## src/rtl/array_2x2.sv

```systemverilog
`default_nettype none
// ============================================================================
// Module   : array_2x2
// Purpose  : 2x2 weight-stationary systolic MAC array (four PEs). Weights
//            shift in from the left edge of each row while load is high;
//            activations then flow left-to-right and partial sums flow
//            top-to-bottom, giving y = init + x*W per column.
// Revision : 1.0 - initial release
// ============================================================================
module array_2x2 #(
    parameter int WIDTH = 8
) (
    input  logic             clk,
    input  logic             reset,          // asynchronous, active-low
    input  logic             load,
    input  logic [WIDTH-1:0] row_1_load,
    input  logic [WIDTH-1:0] row_2_load,
    input  logic [WIDTH-1:0] row_1_data,
    input  logic [WIDTH-1:0] row_2_data,
    input  logic [WIDTH-1:0] col_1_initial,
    input  logic [WIDTH-1:0] col_2_initial,
    output logic [WIDTH-1:0] col_1_out,
    output logic [WIDTH-1:0] col_2_out
);

    // Stationary weights, PE(r,c) -> w_rc
    logic [WIDTH-1:0] w11, w12, w21, w22;

    // Activation pass-through registers. The right-hand column's activation
    // register has no consumer inside a 2x2 tile, so only column 1 keeps one.
    logic [WIDTH-1:0] a11, a21;

    // Partial-sum registers
    logic [WIDTH-1:0] p11, p12, p21, p22;

    // Weight shift chain: while loading, each row shifts one place right so
    // the first value presented ends up in column 2.
    always_ff @(posedge clk or negedge reset) begin
        if (!reset) begin
            w11 <= '0;
            w12 <= '0;
            w21 <= '0;
            w22 <= '0;
        end else if (load) begin
            w12 <= w11;
            w11 <= row_1_load;
            w22 <= w21;
            w21 <= row_2_load;
        end
    end

    // MAC pipeline: advances only while computing; load freezes it in place.
    // Products and sums are computed at WIDTH bits, so they wrap naturally.
    always_ff @(posedge clk or negedge reset) begin
        if (!reset) begin
            a11 <= '0;
            a21 <= '0;
            p11 <= '0;
            p12 <= '0;
            p21 <= '0;
            p22 <= '0;
        end else if (!load) begin
            a11 <= row_1_data;
            a21 <= row_2_data;
            p11 <= col_1_initial + row_1_data * w11;
            p12 <= col_2_initial + a11 * w12;
            p21 <= p11 + row_2_data * w21;
            p22 <= p12 + a21 * w22;
        end
    end

    // Bottom-of-column partial sums are the tile outputs.
    assign col_1_out = p21;
    assign col_2_out = p22;

endmodule
`default_nettype wire

```

## config.mk

```make
export PLATFORM = sky130hd
export DESIGN_NAME = array_2x2
export DESIGN_NICKNAME = d
export VERILOG_FILES = /design/src/rtl/array_2x2.sv
export SDC_FILE = /design/constraint.sdc
export NUM_CORES = 1
export LEC_CHECK = 0
export ABC_AREA = 1
export BUFFER_PORTS_ARGS = -buffer_cell sky130_fd_sc_hd__buf_2
export CAP_MARGIN = 30
export CORE_MARGIN = 5
export CORE_UTILIZATION = 45
export DETAILED_ROUTE_END_ITERATION = 10
export PLACE_DENSITY_LB_ADDON = 0.08
export SLEW_MARGIN = 10
export SYNTH_ARGS = -nofsm -noshare
export SYNTH_HDL_FRONTEND = slang
export SYNTH_SLANG_ARGS = --single-unit
```

## constraint.sdc

```tcl
create_clock -name clk -period 5.15 [get_ports clk]
set_input_delay 0.7725 -clock clk [delete_from_list [all_inputs] [get_ports clk]]
set_output_delay 0.7725 -clock clk [all_outputs]
set_load 0.1 [all_outputs]
```

==> results of run 1 <==
==> cells in the mapped netlist (4+ instances only) <==
cell,instances,share of area (%)
o21ai_0,14,0.89
ha_1,68,11
xnor2_1,7,0.78
fa_1,72,18
inv_1,224,11
nand2_1,456,22
dfrtp_1,80,26
nor2_1,11,0.53
clkbuf_1,8,0.38
a31oi_1,4,0.32
nand3_1,47,3.0
nand2_2,9,0.72
buf_6,6,0.86
xor2_1,9,1.0
clkinv_1,4,0.19
or2_2,4,0.32
a21oi_1,7,0.45
buf_1,6,0.29
buf_4,8,0.77
buf_2,10,0.64
==> per-layer routing <==
layer	up-vias	GRT usage (%)
met5	-	0
met4	0	4.55
li1	3201	-
met2	73	29.3
met3	4	2.35
met1	2882	26.3
==> cells by family (layout without fill, tap and decap cells) <==
| logic type | Yosys count | count (layout) | synth area share (%) |
|---|---|---|---|
| and+or+nand+nor | 534 | 534 | 27.2 |
| DFF | 80 | 80 | 25.5 |
| buffers and inverters | 269 | 318 | 14.0 |
| xor gates and xnor gates | 17 | 17 | 2.00 |
| AOI/OAI and AO/OA | 29 | 29 | 2.04 |
| adders and majority gates | 140 | 140 | 29.2 |
==> worst max-delay path: stages, from the launching register on <==
cell and delay (ns):
dfrtp_1 0.58, nand2_1 0.13, fa_1 0.51, inv_1 0.05, fa_1 0.49, inv_1 0.05
fa_1 0.46, fa_1 0.55, inv_1 0.04, ha_1 0.32, a21oi_1 0.20, nand2_1 0.07
nand2_1 0.06, nand2_1 0.08, inv_1 0.08, nand3_1 0.07, nand2_1 0.07, nand2_1 0.05
nand3_1 0.07, nand2_1 0.07
==> final cells by class <==
cell class	instances	area, µm²	area share (%)
clock buffers	13	250	2.92
well taps	225	282	3.28
multi-input cells	720	4740	55.3
repair buffers	71	370	4.32
clock inverters	3	65.1	0.759
inverters	231	867	10.1
flip-flops and latches	80	2000	23.3
==> how the worst min path moves through the flow <==
stage / slack (ns) / depth (start not counted) / from / end
finish: 0.41 / 1 / reset / w12[1]$_DFFE_PN0P_
CTS: 0.44 / 1 / reset / w12[1]$_DFFE_PN0P_
detailed placement: 0.46 / 2 / col_1_out[4]$_DFFE_PN0N_ / col_1_out[4]$_DFFE_PN0N_
floorplan: 0.45 / 2 / p11[4]$_DFFE_PN0N_ / p11[4]$_DFFE_PN0N_
global route: 0.46 / 1 / reset / w12[1]$_DFFE_PN0P_
global placement: 0.46 / 2 / col_2_out[7]$_DFFE_PN0N_ / col_2_out[7]$_DFFE_PN0N_
==> flip-flops by register name (all words and copies together) (netlist names) <==
| name | cells |
|---|---|
| p11 | 8 |
| p12 | 8 |
| w22 | 8 |
| w12 | 8 |
| a21 | 8 |
| col_2_out | 8 |
| col_1_out | 8 |
| w21 | 8 |
| w11 | 8 |
| a11 | 8 |
==> where the power goes <==
part	switching, mW	internal, mW
Combinational	1.45	0.751
Clock	0.257	0.438
Sequential	0.125	0.772
==> per-stage QoR <==
stage	instances	setup slack [ns]	power, mW	area (µm²)
after floorplan	1069	1.08	2.68	7840
after global placement	1327	0.888	3.12	8260
after detailed placement	1327	0.822	3.13	8260
after CTS	1343	1.02	3.87	8580
after global routing	1343	0.729	4.26	8580
final	1343	1.02	3.80	8580
==> results.md, run 1 <==
- Htree depth: 3
- Initial antenna violation count: 0
- Skew-Pair Late Insertion Delay: 0.34 ns
- Met3 WL post-DR: 499 µm
- FF-to-FF End: p12[7]$_DFFE_PN0N_
- Fillers: 1,794
- Fmax: 242 MHz
- Number of global-route vias before repair: 6,236
- CTS tree: yes
- Most common cell after layout, fill and taps aside: nand2_1
- Final WL: 16,800 µm
- Syn Inst Count: 1,069
- LEAKAGE: 5.31 nW
- Setup bufs post-CTS: 0
- Uppermost layer routed: met4
- Fin crit share: 80.1%
- PwrDens: 443 mW/mm²
- Pin count of the biggest net entering global routing: 77
- Peak supply drop: 0.000348 V
- Post-synth EDFFs: 0
- Arrival time worst endpoint: 4.35 ns
- Initial Utilization: 45.6%
- Post-synthesis sequential element count: 80
- CP Capture Type: flip-flop
- Startpoint Class: flip-flop
- Worst-path clk slew: 0.06 ns
- Post-synth cell types: 28
- GRT Resource Usage Total: 18.2%
- Std-Cell Rows: 48
- CP Max Fanout: 9
- Final Core Density: 49.9%
- N_diodes: 0
- Syn_area_per_cell: 7.33 µm²
- Hold WC Path Type: in2async
- Unrepaired setup endpoints after global routing: false
- Die H: 142 µm
- Total grt overflow: 0
- Req. time, crit path: 5.37 ns
- Syn_nets: 1,260
- Worst setup path end: p12[7]$_DFFE_PN0N_
- Asr flop ratio synth: 100%
- Setup TNS: 0 ns
- Mapped cell area: 0.00784 mm²
- Area of the core: 0.0172 mm²
- Register-to-register setup slack: 1.02 ns
- # IOs: 67
- Commonest cells after routing, fill and taps aside: nand2_1 (456), inv_1 (223), dfrtp_1 (80)
- GP Congestion: 0.787
- Commonest register cell after synthesis: dfrtp_1
- Period minus WS final: 4.13 ns
- Post-CTS Resized: 0
- Clock skew: 0.0135 ns
- Post-detailed-placement half-perimeter wirelength: 12,900 µm
- Routed Antenna Nets: 0
- Met2 wire len: 7840 µm
- Area grow syn2layout: 9.40%
- Crit path from: w12[0]$_DFFE_PN0P_
- Crit Reg-Reg Startpoint: w12[0]$_DFFE_PN0P_
- WS Path Type: reg2reg
- CTS Buf Count: 9
- Status: finished clean
- Initial drt markers: 386
- Vias: 6,160
- Slew margin rel.: 47.5%
- Worst Max-Slew Pin Slew: 0.787 ns
- First-pass GRT wire length: 29,900 µm
- Chip width: 142 µm
- Yosys warning count: 0
- Wl on met1: 8400 µm
- Hold_buf cts: 0
- IO buf count: 66
- DRC errors left: 0
- Fin. Hold Viols: 0
- Share of layout cells above drive strength 1: 9.21%
- DR WL/cell: 12.5 µm
- Min Hold Slack: 0.412 ns
- Maximum clock insertion buffer count: 2
- Slew Viols, Final: 0
- MaxCap Viol Count: 0
- First-pass DRT Iterations: 4
- Setup Viol. Count Final: 0
- Nets: 1,304
- Die area: 0.0202 mm²
- R2r worst-path depth: 19
- CTS root buf: clkbuf_16
- Vias/cell: 4.59
- Sequential area share after synthesis: 25.5%
- Clock sink total: 80
Power figures use the tool's default switching activity.
==> inputs of run 2 (changes only) <==
==> constraint.sdc (replaced) <==
create_clock -name clk -period 3.4 [get_ports clk]
set_input_delay 0.51 -clock clk [delete_from_list [all_inputs] [get_ports clk]]
set_output_delay 0.51 -clock clk [all_outputs]
set_load 0.1 [all_outputs]
==> results.md, run 2 (synthesis gave the netlist of run 1 again) <==
- Status: finished with violations (was finished clean)
- Failing checks: negative setup slack
- GRT Resource Usage Total: 18.7% (was 18.2%)
- DRC errors left: 0 (unchanged)
- Met3 usage: 2.86% (was 2.35%)
- Std-Cell Rows: 48 (unchanged)
- Busiest grt layer: met2 (unchanged)
- Post-route setup slack: -0.233 ns (was 1.02 ns)
- Req. time, crit path: 3.64 ns (was 5.37 ns)
- Slew margin rel.: 61.1% (was 47.5%)
- Fmax: 275 MHz (was 242 MHz)
- Die H: 142 µm (unchanged)
- Area after DPL: 0.00913 mm² (was 0.00826 mm²)
- Period minus WS final: 3.63 ns (was 4.13 ns)
- PwrDens: 683 mW/mm² (was 443 mW/mm²)
- Area of the core: 0.0172 mm² (unchanged)
- Commonest cells after routing, fill and taps aside: nand2_1 (443), inv_1 (209), buf_4 (101) (was nand2_1 (456), inv_1 (223), dfrtp_1 (80))
- N_diodes: 0 (unchanged)
- Clock skew: 0.0119 ns (was 0.0135 ns)
- Initial antenna violation count: 0 (unchanged)
- WS Path Type: reg2reg (unchanged)
- CP Capture Type: flip-flop (unchanged)
- CTS root buf: clkbuf_16 (unchanged)
- Startpoint Class: flip-flop (unchanged)
- Design Power: 6.65 mW (was 3.80 mW)
- Die area: 0.0202 mm² (unchanged)
- Share of layout cells above drive strength 1: 23.3% (was 9.21%)
- Min Hold Slack: 0.0485 ns (was 0.412 ns)
- Final WL: 17,600 µm (was 16,800 µm)
- First-pass GRT wire length: 30,500 µm (was 29,900 µm)
- Initial drt markers: 233 (was 386)
- Initial Utilization: 45.6% (unchanged)
- CP Max Fanout: 5 (was 9)
- Setup Viol. Count Final: 7 (was 0)
- IO buf count: 66 (unchanged)
- LEAKAGE: 5.83 nW (was 5.31 nW)
- Worst Max-Slew Pin Slew: 0.583 ns (was 0.787 ns)
- CTS tree: yes (unchanged)
- Htree depth: 3 (unchanged)
- Fin crit share: 107% (was 80.1%)
- Vias: 6,532 (was 6,160)
- DR WL/cell: 12.2 µm (was 12.5 µm)
- Routed Antenna Nets: 0 (unchanged)
- Nets: 1,411 (was 1,304)
- # IOs: 67 (unchanged)
- Number of global-route vias before repair: 6,512 (was 6,236)
- Chip width: 142 µm (unchanged)
- MaxCap Viol Count: 0 (unchanged)
- Grt met2 use: 31.4% (was 29.3%)
- Setup TNS: -1.00 ns (was 0 ns)
- Fillers: 1,662 (was 1,794)
- Final Core Density: 56.7% (was 49.9%)
- Peak supply drop: 0.000674 V (was 0.000348 V)
- Most common cell after layout, fill and taps aside: nand2_1 (unchanged)
- First-pass DRT Iterations: 5 (was 4)
- Clock sink total: 80 (unchanged)
- GP Congestion: 0.834 (was 0.787)
- Worst-path clk slew: 0.07 ns (was 0.06 ns)
- Maximum clock insertion buffer count: 2 (unchanged)
- Hold WC Path Type: in2async (unchanged)
- CTS Buf Count: 9 (unchanged)
- Routing usage on met1: 26.0% (was 26.3%)
- Vias/cell: 4.50 (was 4.59)
- Fin. Hold Viols: 0 (unchanged)
- Skew-Pair Late Insertion Delay: 0.35 ns (was 0.34 ns)
- Area grow syn2layout: 24.2% (was 9.40%)
- Unrepaired setup endpoints after global routing: true (was false)
- Post-detailed-placement half-perimeter wirelength: 13,800 µm (was 12,900 µm)
- Slew Viols, Final: 0 (unchanged)
- Total grt overflow: 0 (unchanged)
- Arrival time worst endpoint: 3.87 ns (was 4.35 ns)
- Pin count of the biggest net entering global routing: 81 (was 77)
- Post-route cell area: 0.00974 mm² (was 0.00858 mm²)
==> run 2: changes by cell type in the layout (fill, tap and decap cells not counted), sizes merged <==
cell | previous run | this run
buf | 71 | 178
clkbuf | 13 | 10
clkinvlp | 0 | 2
bufinv | 2 | 1
clkinv | 5 | 6
inv | 227 | 228
==> run 2: area by class of cell <==
| type | instances | area [µm²] | area share, % |
|---|---|---|---|
| clock buffers | 10 | 239 | 2.45 |
| clock inverters | 6 | 67.6 | 0.694 |
| inverters | 231 | 875 | 8.98 |
| multi-input cells | 720 | 5010 | 51.4 |
| flip-flops and latches | 80 | 2010 | 20.7 |
| well taps | 225 | 282 | 2.89 |
| repair buffers | 178 | 1250 | 12.9 |
==> run 2: worst paths after layout <==
| kind | startpoint | to | slack (ns) | cells after the start |
|---|---|---|---|---|
| worst max-delay path | w21[0]$_DFFE_PN0P_ | col_1_out[7]$_DFFE_PN0N_ | -0.23 | 19 |
| worst min-delay path | reset | p12[1]$_DFFE_PN0N_ | 0.05 | 1 |
| worst max register to register | w21[0]$_DFFE_PN0P_ | col_1_out[7]$_DFFE_PN0N_ | -0.23 | 19 |
| worst min register to register | col_1_out[7]$_DFFE_PN0N_ | col_1_out[7]$_DFFE_PN0N_ | 0.47 | 2 |
| max in group asynchronous | reset | w21[0]$_DFFE_PN0P_ | 2.72 | 2 |
| min in group clk | row_1_load[0] | w11[0]$_DFFE_PN0P_ | 0.36 | 3 |
==> run 2: worst max-delay path, stage by stage (launching register included) <==
cell and delay, ns:
dfrtp_2 0.46, nand2_4 0.07, fa_1 0.50, inv_1 0.05, fa_1 0.49, inv_2 0.04, fa_1 0.46, fa_1 0.53
inv_2 0.05, ha_4 0.23, a21oi_2 0.14, nand4_1 0.09, nand2_1 0.09, inv_1 0.04, nand2_1 0.05, nand2_1 0.05
inv_1 0.05, nand2_1 0.04, nand3_1 0.06, nand2_1 0.05
==> run 2: stage by stage <==
step | setup slack [ns] | std cells
3_5_place_dp | -0.483 | 1425
2_1_floorplan | -0.223 | 1069
4_1_cts | -0.244 | 1447
6_report | -0.233 | 1450
3_3_place_gp | -0.462 | 1424
5_1_grt | -0.451 | 1450
==> run 2: per-layer routing <==
layer | part of all wire [%] | up-vias
li1 | - | 3424
met1 | 49 | 3046
met2 | 48 | 53
met3 | 2.4 | 9
met4 | 0.88 | 0
met5 | 0 | -
==> run 2: repair_timing <==
item / CTS / global route
pin swaps: 20 / 17
setup buffers: 6 / 3
endpoints found under the setup margin: 12 / 13
hold buffers: 0 / 0
resized for setup: 33 / 39
==> run 2: power breakdown <==
| part | internal [mW] | leakage (nW) | switching [mW] |
|---|---|---|---|
| clock | 0.592 | 0.145 | 0.432 |
| sequential | 1.17 | 0.965 | 0.159 |
| combinational | 1.76 | 4.72 | 2.54 |
| total | 3.52 | 5.83 | 3.13 |
==> inputs of run 3 (changes only) <==
--- a/config.mk
+++ b/config.mk
@@ -5,13 +5,13 @@
 export SDC_FILE = /design/constraint.sdc
 export NUM_CORES = 1
 export LEC_CHECK = 0
-export ABC_AREA = 1
+export ABC_AREA = 0
 export BUFFER_PORTS_ARGS = -buffer_cell sky130_fd_sc_hd__buf_2
 export CAP_MARGIN = 30
 export CORE_MARGIN = 5
 export CORE_UTILIZATION = 45
 export DETAILED_ROUTE_END_ITERATION = 10
-export PLACE_DENSITY_LB_ADDON = 0.08
+export PLACE_DENSITY = 0.72
 export SLEW_MARGIN = 10
 export SYNTH_ARGS = -nofsm -noshare
 export SYNTH_HDL_FRONTEND = slang
==> results.md, run 3 <==
- Worst-path clk slew: 0.06 ns (was 0.07 ns)
- Vias/cell: 4.64 (was 4.50)
- Vias: 4,963 (was 6,532)
- Failing checks: negative setup slack (unchanged)
- Routed Antenna Nets: 0 (unchanged)
- Fin. Hold Viols: 0 (unchanged)
- Syn Inst Count: 701 (was 1,069)
- Commonest cells after routing, fill and taps aside: inv_1 (124), nand2_1 (94), buf_4 (85) (was nand2_1 (443), inv_1 (209), buf_4 (101))
- Fillers: 1,419 (was 1,662)
- Synth top area cells: dfrtp_1 (28%), fa_1 (20%), ha_1 (12%) (was dfrtp_1 (26%), nand2_1 (22%), fa_1 (18%))
- Worst path cell trace: buf_4 > nand2_2 > fa_1 > inv_1 > fa_1 > ha_1 > inv_1 > fa_1 > inv_2 > ha_4 > a21o_1 > a21oi_2 > xnor2_1 > xnor2_1 > o21ai_1 (was nand2_4 > fa_1 > inv_1 > fa_1 > inv_2 > fa_1 > fa_1 > inv_2 > ha_4 > a21oi_2 > nand4_1 > nand2_1 > inv_1 > nand2_1 > nand2_1 > inv_1 > nand2_1 > nand3_1 > nand2_1)
- Status: finished with violations (unchanged)
- DR WL/cell: 13.3 µm (was 12.2 µm)
- GRT Resource Usage Total: 17.1% (was 18.7%)
- Max stage delay cell, worst path: fa_1 (unchanged)
- Share of layout cells above drive strength 1: 37.4% (was 23.3%)
- Total grt overflow: 0 (unchanged)
- Skew-Pair Late Insertion Delay: 0.35 ns (about the same)
- Fin crit share: 104% (was 107%)
- CTS tree: yes (unchanged)
- LEAKAGE: 4.48 nW (was 5.83 nW)
- Initial drt markers: 149 (was 233)
- Commonest register cell after synthesis: dfrtp_1 (unchanged)
- Most common cell in the netlist: inv_1 (was nand2_1)
- CP Capture Type: flip-flop (unchanged)
- Number of global-route vias before repair: 5,388 (was 6,512)
- Place WS: -0.328 ns (was -0.483 ns)
- Clock sink total: 80 (unchanged)
- Hold_buf cts: 0 (unchanged)
- # IOs: 67 (unchanged)
- Htree depth: 3 (unchanged)
- Syn_nets: 892 (was 1,260)
- CTS Buf Count: 9 (unchanged)
- Die area: 0.0186 mm² (was 0.0202 mm²)
- CTS root buf: clkbuf_16 (unchanged)
- MaxCap Viol Count: 0 (unchanged)
- Period minus WS final: 3.52 ns (was 3.63 ns)
- Nets: 1,039 (was 1,411)
- Share of the synthesized area in the top cell type: 27.8% (was 25.5%)
- Post-route setup slack: -0.122 ns (was -0.233 ns)
- Area leader, netlist: dfrtp_1 (unchanged)
- Post-synthesis sequential element count: 80 (unchanged)
- GP Congestion: 0.840 (was 0.834)
- First-pass GRT wire length: 25,400 µm (was 30,500 µm)
- DRC errors left: 0 (unchanged)
- Slowest stage delay, CP: 0.50 ns (was 0.53 ns)
- Post-synth top cells: inv_1 (139), nand2_1 (108), dfrtp_1 (80) (was nand2_1 (456), inv_1 (224), dfrtp_1 (80))
- Startpoint Class: flip-flop (unchanged)
- Slew Viols, Final: 0 (unchanged)
- Initial antenna violation count: 0 (unchanged)
- Yosys warning count: 0 (unchanged)
- Peak supply drop: 0.000461 V (was 0.000674 V)
- Chip width: 136 µm (was 142 µm)
- Setup TNS: -0.504 ns (was -1.00 ns)
- Area of the core: 0.0158 mm² (was 0.0172 mm²)
- Asr flop ratio synth: 100% (unchanged)
- Post-synth cell types: 20 (was 28)
- Worst Max-Slew Pin Slew: 0.549 ns (was 0.583 ns)
- Syn_area_per_cell: 10.3 µm² (was 7.33 µm²)
- Clock skew: 0.0108 ns (was 0.0119 ns)
- WS Path Type: reg2reg (unchanged)
- Final WL: 14,200 µm (was 17,600 µm)
- Slew margin rel.: 63.4% (was 61.1%)
- Fmax: 284 MHz (was 275 MHz)
- Post-synth EDFFs: 0 (unchanged)
- Std-Cell Rows: 46 (was 48)
- Maximum clock insertion buffer count: 2 (unchanged)
- CP Max Fanout: 7 (was 5)
- Crit-path most repeated cell: fa_1 (was nand2_1)
- Unrepaired setup endpoints after global routing: true (unchanged)
- Mapped cell area: 0.00719 mm² (was 0.00784 mm²)
- Most common cell after layout, fill and taps aside: inv_1 (was nand2_1)
- Post-detailed-placement half-perimeter wirelength: 11,500 µm (was 13,800 µm)
- Area grow syn2layout: 25.0% (was 24.2%)
- Die H: 136 µm (was 142 µm)
- PwrDens: 920 mW/mm² (was 683 mW/mm²)
- Hold WC Path Type: in2async (unchanged)
- N_diodes: 0 (unchanged)
- Sequential area share after synthesis: 27.8% (was 25.5%)
- Initial Utilization: 45.6% (about the same)
- Arrival time worst endpoint: 3.75 ns (was 3.87 ns)
- First-pass DRT Iterations: 4 (was 5)
- IO buf count: 66 (unchanged)
- Pin count of the biggest net entering global routing: 62 (was 81)
- Setup Viol. Count Final: 5 (was 7)
- Req. time, crit path: 3.63 ns (was 3.64 ns)
[run 3: area by class of cell]
type,count,area (µm²),area share (%)
clock buffer,11,243,2.70
clock inverter,5,56.3,0.627
inverter,139,529,5.89
multi-input combinational,466,4860,54.1
sequential,80,2010,22.4
tap,216,270,3.01
timing repair buffer,152,1020,11.3
[run 3: cells by family (layout without fill, tap and decap cells)]
logic type / after synthesis / after routing / synth area share [%]
flip-flops: 80 / 80 / 27.8
adder cells (fa/ha/maj): 140 / 140 / 31.9
AO/OA/AOI/OAI: 30 / 30 / 2.37
buffers and inverters: 155 / 307 / 8.37
AND/OR/NAND/NOR: 158 / 158 / 10.0
XOR/XNOR: 72 / 72 / 9.19
multiplexers: 66 / 66 / 10.3
[run 3: where the power goes]
part | switching, mW | internal [mW]
sequential | 0.185 | 1.23
combinational | 3.11 | 2.77
clock | 0.388 | 0.587
[run 3: worst paths after layout]
path / end / cells after the start / startpoint / slack (ns)
max: col_2_out[7]$_DFFE_PN0N_ / 15 / w22[1]$_DFFE_PN0P_ / -0.12
min: w11[0]$_DFFE_PN0P_ / 1 / reset / 0.05
max reg2reg: col_2_out[7]$_DFFE_PN0N_ / 15 / w22[1]$_DFFE_PN0P_ / -0.12
min reg2reg: col_1_out[5]$_DFFE_PN0N_ / 2 / col_1_out[5]$_DFFE_PN0N_ / 0.48
max in group asynchronous: w22[1]$_DFFE_PN0P_ / 2 / reset / 2.73
min in group clk: w11[0]$_DFFE_PN0P_ / 2 / row_1_load[0] / 0.39
[run 3: metrics by stage]
step	util (%)	instances	hold slack [ns]	cell area (µm²)	total power, mW
3_5_place_dp	53.5	1041	0.427	8440	7.08
6_report	57.0	1069	0.0494	8990	8.27
3_3_place_gp	53.3	1040	0.463	8410	6.89
2_1_floorplan	-	701	0.214	7330	5.72
5_1_grt	57.0	1069	0.0558	8990	9.20
4_1_cts	56.3	1065	0.0490	8870	8.20
[run 3: metal layers]
layer	vias to the layer above	track usage [%]	routed length, µm
met3	20	3.40	452
met4	0	4.48	262
met1	2446	21.8	6320
li1	2429	-	-
met5	-	0	0
met2	68	29.7	7210
[run 3: repair_timing]
| action | 4_1_cts | 5_1_grt |
|---|---|---|
| gates resized for setup | 30 | 26 |
| setup endpoints to repair | 8 | 9 |
| buffers inserted | 8 | 4 |
| pin swaps | 28 | 29 |
[run 3: worst max-delay path: cells and delay by family (launching register included)]
family / cells / cell delay, ns
adders and majority gates: 5 / 1.95
and+or+nand+nor: 1 / 0.05
buffers and inverters: 4 / 0.28
xor gates and xnor gates: 2 / 0.29
DFF: 1 / 0.44
AOI/OAI and AO/OA: 3 / 0.40
